## src/rtl/dsq_argmin.sv

```systemverilog
// rtl/dsq_argmin.sv - PCPI-style coprocessor accumulating squared-distance chunks and tracking the argmin
// Registered wait/ready handshake with a fixed two-cycle valid-to-ready latency.
module dsq_argmin (
  input  logic        clk,
  input  logic        resetn,
  input  logic [31:0] rs1,
  input  logic [31:0] rs2,
  input  logic [31:0] instr,
  input  logic        valid,
  output logic        ready,
  output logic        wait_,
  output logic [31:0] rd,
  output logic        wr
);

  localparam logic [1:0] S_IDLE  = 2'd0;
  localparam logic [1:0] S_EXEC  = 2'd1;
  localparam logic [1:0] S_RESP  = 2'd2;
  localparam logic [1:0] S_DRAIN = 2'd3;

  logic [1:0]  state;
  logic [31:0] op_a;
  logic [15:0] op_idx;
  logic [2:0]  op_f3;

  logic [31:0] acc;
  logic [31:0] best_dist;
  logic [15:0] best_idx;
  logic [15:0] count;
  logic        have_best;

  logic        hit;
  logic [32:0] sum;
  logic [31:0] sat;
  logic        better;
  logic        unused_bits;

  // funct3 110/111 are left for other coprocessors sharing the bus
  assign hit = (instr[6:0] == 7'b0001011) && (instr[31:25] == 7'b0000010) &&
               (instr[14:13] != 2'b11);

  assign sum    = {1'b0, acc} + {1'b0, op_a};
  assign sat    = sum[32] ? 32'hFFFF_FFFF : sum[31:0];
  assign better = !have_best || (sat < best_dist);

  assign unused_bits = ^{rs2[31:16], instr[24:15], instr[11:7]};

  always_ff @(posedge clk or negedge resetn) begin
    if (!resetn) begin
      state     <= S_IDLE;
      op_a      <= 32'd0;
      op_idx    <= 16'd0;
      op_f3     <= 3'd0;
      acc       <= 32'd0;
      best_dist <= 32'hFFFF_FFFF;
      best_idx  <= 16'd0;
      count     <= 16'd0;
      have_best <= 1'b0;
      ready     <= 1'b0;
      wait_     <= 1'b0;
      wr        <= 1'b0;
      rd        <= 32'd0;
    end else begin
      case (state)
        S_IDLE: begin
          if (valid && hit) begin
            op_a   <= rs1;
            op_idx <= rs2[15:0];
            op_f3  <= instr[14:12];
            wait_  <= 1'b1;
            state  <= S_EXEC;
          end
        end
        S_EXEC: begin
          wait_ <= 1'b0;
          if (!valid) begin
            state <= S_IDLE;
          end else begin
            ready <= 1'b1;
            wr    <= 1'b1;
            state <= S_RESP;
            case (op_f3)
              3'b000: begin
                acc <= sat;
                rd  <= sat;
              end
              3'b001: begin
                if (better) begin
                  best_dist <= sat;
                  best_idx  <= op_idx;
                  have_best <= 1'b1;
                  rd        <= {16'd0, op_idx};
                end else begin
                  rd <= {16'd0, best_idx};
                end
                acc   <= 32'd0;
                count <= count + 16'd1;
              end
              3'b010: rd <= best_dist;
              3'b011: rd <= {have_best, 15'd0, best_idx};
              3'b100: begin
                acc       <= 32'd0;
                best_dist <= 32'hFFFF_FFFF;
                best_idx  <= 16'd0;
                have_best <= 1'b0;
                count     <= 16'd0;
                rd        <= 32'd0;
              end
              3'b101:  rd <= {16'd0, count};
              default: rd <= 32'd0;
            endcase
          end
        end
        S_RESP: begin
          ready <= 1'b0;
          wr    <= 1'b0;
          state <= S_DRAIN;
        end
        default: begin
          // hold off until the CPU drops valid so the same instruction is not re-accepted
          if (!valid) state <= S_IDLE;
        end
      endcase
    end
  end

endmodule

```

## config.mk

```make
export PLATFORM = sky130hd
export DESIGN_NAME = dsq_argmin
export DESIGN_NICKNAME = d
export VERILOG_FILES = /design/src/rtl/dsq_argmin.sv
export SDC_FILE = /design/constraint.sdc
export NUM_CORES = 1
export LEC_CHECK = 0
export ABC_AREA = 1
export CAP_MARGIN = 20
export CELL_PAD_IN_SITES_DETAIL_PLACEMENT = 0
export CELL_PAD_IN_SITES_GLOBAL_PLACEMENT = 1
export CORE_ASPECT_RATIO = 1.25
export CORE_MARGIN = 5
export CORE_UTILIZATION = 35
export CTS_CLUSTER_SIZE = 28
export DETAILED_ROUTE_END_ITERATION = 7
export GPL_TIMING_DRIVEN = 1
export PLACE_DENSITY = 0.76
export SETUP_SLACK_MARGIN = 0.05
export SYNTH_ARGS = -nofsm -noshare
export SYNTH_HDL_FRONTEND = slang
export SYNTH_SLANG_ARGS = --single-unit
```

## constraint.sdc

```tcl
create_clock -name clk -period 6.46 [get_ports clk]
set_clock_uncertainty 0.2 [all_clocks]
set_input_delay 1.292 -clock clk [delete_from_list [all_inputs] [get_ports clk]]
set_output_delay 1.292 -clock clk [all_outputs]
set_load 0.01 [all_outputs]
```

==> impl_metrics.json <==
{
  "ys_async_sr_fraction_pct": 100.0,
  "cts_sinks": 184,
  "start_util_pct": 35.17,
  "clk_latency_ns": 0.44,
  "max_freq_ghz": 0.1922,
  "vias": 8819,
  "num_rows": 71,
  "n_antenna_cell": 0,
  "finalPower_w": 0.002353,
  "hold_slack_ns": 0.2796,
  "grt.total_usage_pct": 17.33,
  "yosys_warnings": 0,
  "finalSetupTns_ns": 0,
  "gp_congestion": 0.8628,
  "nets": 1530,
  "layout_min_cycle_time_ns": 5.202,
  "peakVddDrop_uv": 167.7,
  "critPathArrivalTime_ns": 5.34,
  "grt_pass1_vias": 8960,
  "cts_tree": "yes",
  "synth_compound_gate_area_share_pct": 14.09,
  "cts_root_buf": "clkbuf_16",
  "fp.dieH_um": 203.6,
  "cp-end-kind": "register",
  "area_growth_pct": 20.10,
  "use_met1_pct": 20.69,
  "synth_top_family_by_area": "simple AND/OR/NAND/NOR gates",
  "slew_headroom_pct": 33.65,
  "leakage_nw": 6.622,
  "grt_util_met3_pct": 2.810,
  "cts_buffer_depth": 2,
  "synth_edf_count": 0,
  "ys_ff_latch": 184,
  "min_period_over_period_pct": 80.52,
  "syn-instance-count": 1264,
  "netlist_area_mm2": 0.01050,
  "syn_nets": 1428,
  "via_per_inst": 4.954,
  "crit_type": "reg2reg",
  "drt-wirelength-per-cell_um": 15.71,
  "ctsResizeCount": 0,
  "setup_viol": 0,
  "h-tree-depth": 4,
  "numPortBuffers": 102,
  "drt_iter0_drc": 455,
  "firstDrtPassIters": 4,
  "ys_types": 51,
  "crit_fanout": 16,
  "synthSimpleGateAreaFrac_pct": 20.04,
  "synthTopCellsByCount": "286 x nand2_1, 152 x dfrtp_1, 152 x inv_1, 108 x nor2_1, 87 x a21oi_1",
  "fp.dieW_um": 164.9,
  "synth_top_area_share_pct": 36.23,
  "cap_violations": 0,
  "clk_pin_slew_ns": 0.07,
  "core_mm2": 0.02985,
  "synthXorXnorAreaFrac_pct": 0.8343,
  "die_area_mm2": 0.03358,
  "drive_gt1_share_pct": 11.97,
  "io_pins": 134,
  "multiInputGateArea_mm2": 0.005089,
  "final-max-slew-violation-count": 0,
  "dp_hpwl_mm": 20.80,
  "drc": 0,
  "post_cts_buffers": 0,
  "min_path_type": "reg2reg",
  "muxShareOfSynthArea_pct": 5.471,
  "critPathRequiredTime_ns": 6.59,
  "synth_top_area_cell": "dfrtp_1",
  "cts_buffers": 17,
  "grt-busiest-layer": "met2",
  "final_antenna_net_count": 0,
  "cpMaxStageDelayCell": "dfrtp_1",
  "routed_wl_mm": 27.97,
  "grt_max_degree": 100,
  "rsz0062_at_grt": "no",
  "ys.flop_type": "dfrtp_1",
  "synth_most_common_cell": "nand2_1",
  "status": "finished clean",
  "crit_top_cell": "nand2_1",
  "num-fill-cells": 3069,
  "utilization_pct": 42.24,
  "met2_usage_pct": 30.93,
  "ys_seq_area_share_pct": 44.24,
  "synth_area_per_cell_um2": 8.305,
  "worstMarginPinSlew_ns": 0.9916,
  "yosys.area_share.adder_pct": 7.819,
  "antenna_found_initial": 0,
  "synthTopCellsByArea": "dfrtp_1 36%, nand2_1 10%, dfstp_2 8.0%",
  "cts_hold_buf": 0,
  "hold_viol": 0,
  "cp-start-kind": "register",
  "grt_pass1_wl_mm": 46.20,
  "overflow": 0,
  "seq_area_mm2": 0.004644,
  "slowest_delay_ns": 0.40,
  "powerDensity_mw_per_mm2": 186.7
}
[routing by layer]
metal	wire, µm	part of all wire (%)
met1	11910	43
met2	14280	51
met3	863	3.1
met4	911	3.3
met5	0	0
[kinds of logic after synthesis]
family,count (synthesis)
adders and majority gates,65
muxes,51
and+or+nand+nor,503
buffers and inverters,200
DFF,184
AOI/OAI and AO/OA,251
xor gates and xnor gates,10
[per-stage QoR]
stage / instance area, µm² / worst slack [ns] / instances
final: 12610 / 1.258 / 1780
after global routing: 12610 / 0.6796 / 1780
after CTS: 12600 / 1.232 / 1779
after detailed placement: 12040 / 1.281 / 1747
after global placement: 12040 / 1.257 / 1747
after floorplan: 10500 / 1.940 / 1264
[critical path, delay by kind of cell (launching register included)]
family	cells	cell delay, ns
simple gates	18	2.30
compound gates	8	1.33
fa+ha+maj	2	0.66
flops	1	0.40
buf+inv	2	0.20
[final timing paths]
check	from	to	slack (ns)	cells after the start
setup reg to reg	op_a[5]$_DFFE_PN0P_	rd[6]$_DFFE_PN0P_	1.26	30
setup / recovery	op_a[5]$_DFFE_PN0P_	rd[6]$_DFFE_PN0P_	1.26	30
max in group asynchronous	resetn	op_f3[2]$_DFFE_PN0P_	4.32	2
min in group asynchronous	resetn	rd[16]$_DFFE_PN0P_	0.72	1
hold reg to reg	rd[8]$_DFFE_PN0P_	rd[8]$_DFFE_PN0P_	0.28	2
hold / removal	rd[8]$_DFFE_PN0P_	rd[8]$_DFFE_PN0P_	0.28	2
[cells in the final DEF, fill, tap and decap left out, types with 5 or more instances in the layout]
master           netlist  routed
nand2_1              286     286
inv_1                152     152
dfrtp_1              152     152
nor2_1               108     107
clkdlybuf4s50_1        0     101
a21oi_1               87      87
o21ai_0               81      81
ha_1                  64      64
nand3_1               55      54
mux2_2                51      51
dfstp_2               32      32
buf_4                  1      20
a22oi_1               17      17
clkbuf_16              0      17
nor3_1                17      16
a221oi_1              16      16
o22ai_1               13      13
nand4_1               11      11
a22o_1                 7       7
xor2_1                 6       6
clkinv_4               0       6
nor4_1                 5       5
a21o_1                 5       5
a31oi_1                5       5
or2_2                  5       5
a21oi_2                5       5
[where the power goes]
part | switching [W] | internal, W | leakage (nW) | total (W)
logic | 0.000111 | 0.0000618 | 3.94 | 0.000173
clock network | 0.000494 | 0.000515 | 0.269 | 0.00101
registers | 0.00000941 | 0.00116 | 2.41 | 0.00117
[state kept, by name (all words and copies together) (netlist names)]
register	count
state	2
op_a	32
wr	1
wait_	1
rd	32
count	16
op_f3	3
acc	32
best_idx	16
op_idx	16
have_best	1
best_dist	32
[area by class of cell]
class | instances | share of cell area [%]
multi-input combinational | 880 | 40.36
sequential | 184 | 36.84
timing repair buffer | 125 | 9.676
inverter | 158 | 4.704
tap | 401 | 3.980
clock buffer | 19 | 3.513
clock inverter | 13 | 0.9230
(Power assumes the default switching activity.)
==> edit (same flow settings) <==
Make the reset (`resetn`) synchronous in one clocked block.
--- a/src/rtl/dsq_argmin.sv
+++ b/src/rtl/dsq_argmin.sv
@@ -45,7 +45,7 @@
 
   assign unused_bits = ^{rs2[31:16], instr[24:15], instr[11:7]};
 
-  always_ff @(posedge clk or negedge resetn) begin
+  always_ff @(posedge clk) begin
     if (!resetn) begin
       state     <= S_IDLE;
       op_a      <= 32'd0;
Formal check against the unedited RTL: differs if resetn is asserted again (counterexample within 4 cycles, from zero or initial values and one cycle with resetn low); with resetn held inactive, the same outputs for 4 cycles.
==> edit against the unedited design <==
Setup slack lost 0.086 ns. Critical path depth shrank 3. Wire length grew 11%. Sequential cell count is the same. Via count grew 11%. Design area shrank 2.7%. Cell count grew 11%. Area after synthesis shrank 2.4%. Critical endpoint is now rd[13]. Largest cell class unchanged.
Power is not compared: it rests on default switching activity, and its combinational part moved more than twofold at a synthesized area within 25%.
==> edit: results (changes against the unedited design) <==
synth_seq_area_share_pct: 35.94  # was 44.24%
wl_um: 30970  # was 27970 um
dpl.hpwl_um: 22390  # was 20800 um
io_buffers: 102  # unchanged
cts.repair.resized: 0  # unchanged
ys_top_cells_by_area: "dfxtp_1, nand2_1, ha_1"  # was dfrtp_1, nand2_1, dfstp_2
hp-class: "reg -> reg"  # unchanged
ys_types: 52  # was 51
crit_path_top_delay_cell: "o21ai_0"  # was dfrtp_1
grt_pass1_wl_um: 49140  # was 46200 um
synth_common_cells: "nand2_1, dfxtp_1, nor2_1, a21oi_1, inv_1"  # was nand2_1, dfrtp_1, inv_1, nor2_1, a21oi_1
clock_path_buffers: 2  # unchanged
vias: 9816  # was 8819
h-tree-depth: 4  # unchanged
synth_compound_gate_area_share_pct: 20.39  # was 14.09%
worst_r2r_path_depth: 27  # was 30
pre_cts_slack_ns: 1.100  # was 1.281 ns
holdPathStages: 2  # unchanged
antenna_cells: 0  # unchanged
nNetsFinal: 1722  # was 1530
vdd_drop_max_uv: 140.7
n_fill_cell: 3114  # was 3069
status: "finished clean"  # unchanged
cts_inserted_buffers: 17  # unchanged
grt_pass1_vias: 9302  # was 8960
cp_max_fo: 16  # unchanged
drive_gt1_share_pct: 7.957  # was 11.97%
grt_max_degree: 88  # was 100
synthAdderAreaFrac_pct: 8.008  # was 7.819%
clock_latency_ns: 0.44  # about the same
place.gp.congestion: 0.8941  # was 0.8628
max_stage_delay_ns: 0.49  # was 0.40 ns
syn_nets: 1645  # was 1428
place_area_sq_um: 11650  # was 12040 sq um
clkTransAtPathRegs_ns: 0.08
drv_cap: 0  # unchanged
synth-xor-area-share_pct: 0.5127  # was 0.8343%
cts_setup_buffers: 0  # unchanged
synth.area.mux_share_pct: 0  # was 5.471%
ys_async_sr_fraction_pct: 0  # was 100.0%
yosys_warnings: 0  # unchanged
worstPathArrival_ns: 5.41  # was 5.34 ns
maxSlewHeadroom_pct: 30.13  # was 33.65%
synth_edf_count: 0  # unchanged
drt_pass1_iterations: 6  # was 4
first_iter_violations: 651  # was 455
leakagePower_nw: 5.264
antenna_found_initial: 0  # unchanged
grt_usage_pct: 18.75  # was 17.33%
edit: layout make-up:
class                           count  area share [%]
Inverter                          157           4.843
Timing Repair Buffer              126           10.28
Clock buffer                       18           3.497
Tap cell                          396           4.038
Clock inverter                     14           1.111
Multi-Input combinational cell   1072           46.22
Sequential cell                   184           30.02
edit: cell families after synthesis:
family | count (synthesis)
AOI/OAI and AO/OA | 373
xor gates and xnor gates | 6
adders and majority gates | 65
buffers and inverters | 225
DFF | 184
and+or+nand+nor | 628
edit: metal layers:
| metal | GRT usage, % | part of all wire, % | vias up |
|---|---|---|---|
| li1 | - | - | 5070 |
| met1 | 23.55 | 43 | 4487 |
| met2 | 32.82 | 50 | 216 |
| met3 | 2.909 | 4.2 | 43 |
| met4 | 5.874 | 2.5 | 0 |
| met5 | 0 | 0 | - |
edit: path summary, 6_finish.rpt:
| check | startpoint | slack, ns | end |
|---|---|---|---|
| setup reg to reg | op_a[2] | 1.17 | rd[13] |
| hold reg to reg | rd[11] | 0.27 | rd[11] |
| setup / recovery | op_a[2] | 1.17 | rd[13] |
| hold / removal | rd[11] | 0.27 | rd[11] |
edit: worst max-delay path, delay by kind of cell (launching register included):
family	cells	cell delay (ns)
AOI/OAI and AO/OA	12	2.32
adders and majority gates	2	0.69
and+or+nand+nor	12	1.51
buffers and inverters	1	0.11
DFF	1	0.32
edit: through the flow:
step | instances | util (%)
floorplan | 1481 | -
global placement | 1933 | 40.07
detailed placement | 1933 | 40.07
finish | 1967 | 42.20
global route | 1967 | 42.20
CTS | 1965 | 42.01
edit: power groups by stage:
| stage | combinational (mW) | sequential, mW | clock [mW] |
|---|---|---|---|
| after global routing | 0.0805 | 1.13 | 1.11 |
| after global placement | 0.0721 | 1.16 | 0 |
| final | 0.0737 | 1.13 | 1.04 |
| after CTS | 0.0728 | 1.13 | 1.07 |
| after floorplan | 0.0235 | 1.16 | 0 |
| after detailed placement | 0.0726 | 1.16 | 0 |
